[src/rtl/clk_gate_pkg.sv]
// Shared constants for the gated clock branch controller.
package clk_gate_pkg;

   localparam logic [1:0] ST_OFF  = 2'd0;
   localparam logic [1:0] ST_WAKE = 2'd1;
   localparam logic [1:0] ST_ON   = 2'd2;
   localparam logic [1:0] ST_IDLE = 2'd3;

   localparam int DEF_WAKE_CYC = 4;
   localparam int DEF_CW       = 8;

endpackage

[src/rtl/cyc_down_counter.sv]
// Loadable down counter shared by the wake settle and idle timeout phases.
module cyc_down_counter #(
   parameter int CW = 8
) (
   input  logic          mclk,
   input  logic          rst_n,
   input  logic          load,
   input  logic [CW-1:0] load_val,
   input  logic          dec,
   output logic [CW-1:0] value
);

   // Load wins over decrement; the count holds at zero rather than wrapping.
   always_ff @(posedge mclk or negedge rst_n) begin
      if (!rst_n) begin
         value <= '0;
      end else if (load) begin
         value <= load_val;
      end else if (dec && (value != '0)) begin
         value <= value - 1'b1;
      end
   end

endmodule

[src/rtl/clk_gate_ctrl.sv]
// Clock gate sequencer: collects requests, opens the gate after a wake
// settle period, grants requesters, and closes after an idle timeout.
//
//  state | meaning
//  OFF   | gate closed, waiting for any request
//  WAKE  | gate open, clock settling, no grants yet
//  ON    | gate open, active requesters granted
//  IDLE  | gate open, no requests, idle timeout running
module clk_gate_ctrl
   import clk_gate_pkg::*;
#(
   parameter int NREQ     = 4,
   parameter int WAKE_CYC = DEF_WAKE_CYC,
   parameter int CW       = DEF_CW
) (
   input  logic            mclk,
   input  logic            rst_n,
   input  logic [NREQ-1:0] req,
   input  logic            force_on,
   input  logic [CW-1:0]   cfg_idle,
   output logic            gate_en,
   output logic [NREQ-1:0] ack,
   output logic [1:0]      state
);

   localparam logic [CW-1:0] WAKE_LOAD = CW'(WAKE_CYC - 1);

   logic          any_req;
   logic [1:0]    state_next;
   logic          cnt_load;
   logic [CW-1:0] cnt_load_val;
   logic          cnt_dec;
   logic [CW-1:0] cnt;

   assign any_req = (|req) | force_on;

   cyc_down_counter #(.CW(CW)) u_cnt (
      .mclk     (mclk),
      .rst_n    (rst_n),
      .load     (cnt_load),
      .load_val (cnt_load_val),
      .dec      (cnt_dec),
      .value    (cnt)
   );

   // Next-state and counter control. cfg_idle is only looked at on the
   // transition into IDLE, so later changes wait for the next idle entry.
   // A zero idle timeout closes the gate directly instead of parking in IDLE.
   always_comb begin
      state_next   = state;
      cnt_load     = 1'b0;
      cnt_load_val = '0;
      cnt_dec      = 1'b0;
      case (state)
         ST_OFF: begin
            if (any_req) begin
               state_next   = ST_WAKE;
               cnt_load     = 1'b1;
               cnt_load_val = WAKE_LOAD;
            end
         end
         ST_WAKE: begin
            if (cnt == '0) begin
               if (any_req) begin
                  state_next = ST_ON;
               end else if (cfg_idle == '0) begin
                  state_next = ST_OFF;
               end else begin
                  state_next   = ST_IDLE;
                  cnt_load     = 1'b1;
                  cnt_load_val = cfg_idle;
               end
            end else begin
               cnt_dec = 1'b1;
            end
         end
         ST_ON: begin
            if (!any_req) begin
               if (cfg_idle == '0) begin
                  state_next = ST_OFF;
               end else begin
                  state_next   = ST_IDLE;
                  cnt_load     = 1'b1;
                  cnt_load_val = cfg_idle;
               end
            end
         end
         ST_IDLE: begin
            // Clock is still running, so a new request skips the wake delay
            // and beats a simultaneous timeout expiry.
            if (any_req) begin
               state_next = ST_ON;
            end else if (cnt <= CW'(1)) begin
               state_next = ST_OFF;
            end else begin
               cnt_dec = 1'b1;
            end
         end
         default: state_next = ST_OFF;
      endcase
   end

   // State and outputs registered from next state; no req-to-output comb path.
   always_ff @(posedge mclk or negedge rst_n) begin
      if (!rst_n) begin
         state   <= ST_OFF;
         gate_en <= 1'b0;
         ack     <= '0;
      end else begin
         state   <= state_next;
         gate_en <= (state_next != ST_OFF);
         ack     <= (state_next == ST_ON) ? req : '0;
      end
   end

endmodule
[config.mk]
export PLATFORM = sky130hd
export DESIGN_NAME = clk_gate_ctrl
export DESIGN_NICKNAME = d
export VERILOG_FILES = /design/src/rtl/clk_gate_pkg.sv /design/src/rtl/cyc_down_counter.sv /design/src/rtl/clk_gate_ctrl.sv
export SDC_FILE = /design/constraint.sdc
export NUM_CORES = 1
export LEC_CHECK = 0
export ABC_AREA = 1
export CAP_MARGIN = 20
export CORE_MARGIN = 8
export CORE_UTILIZATION = 30
export CTS_CLUSTER_SIZE = 40
export DETAILED_ROUTE_END_ITERATION = 8
export GPL_TIMING_DRIVEN = 1
export PLACE_DENSITY = 0.56
export SLEW_MARGIN = 20
export SYNTH_ARGS = -nofsm -noshare
export SYNTH_HDL_FRONTEND = slang
export SYNTH_SLANG_ARGS = --single-unit
[constraint.sdc]
create_clock -name mclk -period 2 [get_ports mclk]
set_input_delay 0.4 -clock mclk [delete_from_list [all_inputs] [get_ports mclk]]
set_output_delay 0.4 -clock mclk [all_outputs]
set_load 0.03 [all_outputs]
==> metrics <==
status completed; crit path cell chain inv_1 > ha_1 > or2_2 > nand3_1 > nand2_2 > nand2_4 > nand2_4 > nand2_8 > inv_6 > nand2_1 > nand2_1; Final GP Congestion 0.767; placed cell count 246; reg2reg path depth 11; Post-CTS Setup Bufs 0; cts repair resizes 0; Critical Path AT 1930 ps; Pint 1180 µW; FF/Latch Area 375 µm²; Fill cells 419; Layout Skew 1.17 ps; asr flop ratio synth 100%; TritonRoute pass-1 iters 4; Clock Latency Late Sink 250 ps; Setup Crit Path Kind reg -> reg; Layout area overhead 28.4%; yosys warns 0; measured slew at the worst slew-check pin 335 ps; TritonCTS Sinks 15; global-route wire length before repair 5.46 mm; layout cells sized above 1 23.5%; Crit-path slowest cell dfrtp_1; Syn Std Cell Area 1260 µm²; IO Count 22; core footprint 4030 µm²; Multi-input gate area 787 µm²; Netlist cell types 28; Hold-fix buffers, CTS 0; Setup crit end kind register; Worst path max stage delay 390 ps; CTS tree built; Period minus WS final 1790 ps; top_reg_cell synth dfrtp_1; relative slew slack 77.6%; combinational group share of total power 66.5%; H-tree depth 1; CTS root buf clkbuf_8; GRT Util Overall 10.7%; Port Buffers 21; sequential area share after synthesis 29.8%; period utilization 89.6%; clock share of power 10.6%; commonest non-fill, non-tap cell in the layout nand2_1; largest net degree at the start of global routing 16; clock buffer count from CTS 3; Initial Util 31.3%; antenna cells 0; Fin. Hold Viols 0; WL/cell 12.3 µm; worst hold margin 464 ps; Sw Ratio 50.7%; Max clock buf depth 2; Final nets 219; Mapped Nets 188; via-per-instance ratio 4.48; GR Overflow Total 0; PwrDens 1480 nW/µm²; leakage power 0.000846 µW; Die ar. 6530 µm²; setup TNS 0 ps; Post-DP HPWL 2.53 mm; EDFF count, synth 0; max-slew violations 0; final setup fails 0; initial antenna violation count 0; CP max FO 8; Worst Hold Class in -> async; CP Launch Type register; commonest non-fill, non-tap cells in the layout nand2_1 (49), clkdlybuf4s50_1 (21), inv_1 (19); Worst Path Required 2140 ps; fin cells 250; Clk pin slew, worst setup/hold paths 60 ps; share of power burned in registers 22.8%; worst vdd ir 0.000636 V; Synth Instances 170; P_sw 1210 µW; routed via count 1119; Residual DRC 0; die width 80.8 µm; Die Ht 80.8 µm; number of global-route vias before repair 1231; Max Cap Viol 0; 1st-iter DRT viols 24; # rows 23; Fmax achieved 558 MHz; setup repair after global routing missed its margin false; Synth Register Bits 15; mean area per synthesized cell 7.41 µm²; antenna viol nets, final 0; reg2reg setup slack 210 ps; Detailed Route WL 3.07 mm
## area by class of cell
cell class                      count  area share (%)
Clock buffer                        4            2.78
Inverter                           23            5.72
Multi-Input combinational cell    131            48.6
Sequential cell                    15            23.2
Tap cell                           50            3.87
Timing Repair Buffer               27            15.8
## critical path: cells and delay by family (launching register included)
family        cells  cell delay [ps]
simple gates      8              910
fa+ha+maj         1              250
buf+inv           2              140
flops             1              390
## layer usage
layer	track usage, %	vias up	wire, µm
met5	0	-	0
met4	3.57	0	31
met3	3.86	5	165
met2	18.0	25	1410
met1	12.2	494	1460
li1	-	595	-
## path summary, 6_finish.rpt
| path | from | to |
|---|---|---|
| min | rst_n | ack[0] |
| min reg2reg | u_cnt.value[1] | u_cnt.value[1] |
| max in group asynchronous | rst_n | u_cnt.value[5] |
| max reg2reg | u_cnt.value[1] | u_cnt.value[5] |
| max | u_cnt.value[1] | u_cnt.value[5] |
| min in group mclk | u_cnt.value[1] | u_cnt.value[1] |
## through the flow
stage	utilization (%)	power, µW	instance area, µm²	worst slack, ps
floorplan	-	1720	1260	359
global placement	39.0	2150	1570	33.5
detailed placement	39.0	2150	1570	28.0
CTS	40.2	2420	1620	186
global route	40.2	2630	1620	20.5
finish	40.2	2390	1620	208
## power by group through the flow
| stage | registers (µW) | logic (µW) | clock network [µW] |
|---|---|---|---|
| after floorplan | 625 | 1090 | 0 |
| after global placement | 552 | 1600 | 0 |
| after detailed placement | 549 | 1600 | 0 |
| after CTS | 546 | 1610 | 265 |
| after global routing | 563 | 1790 | 277 |
| final | 545 | 1590 | 254 |
## flip-flops by register name, indices dropped and copies added (netlist names)
signal       flops
gate_en          1
ack              4
u_cnt.value      8
state            2
## cells by family after synthesis
| kind of cell | count (synthesis) | share of synthesized area (%) |
|---|---|---|
| AND/OR/NAND/NOR | 120 | 54.8 |
| buffers and inverters | 24 | 7.75 |
| flip-flops | 15 | 29.8 |
| AO/OA/AOI/OAI | 5 | 2.58 |
| XOR/XNOR | 3 | 2.09 |
| adder cells (fa/ha/maj) | 3 | 2.98 |
## synthesized netlist by cell type (2+ instances only)
cell / count / share of area, %
nor2_1: 16 / 4.8
nor2_2: 9 / 4.5
nand2_4: 6 / 5.4
nand2_2: 7 / 3.5
inv_1: 19 / 5.7
nand3_4: 2 / 2.8
nand3_1: 12 / 4.8
nor2_4: 4 / 3.6
ha_1: 3 / 3.0
inv_2: 2 / 0.60
xnor2_1: 2 / 1.4
nand2_1: 49 / 15
dfrtp_1: 15 / 30
nand4_1: 10 / 5.0
Power figures use the tool's default switching activity.
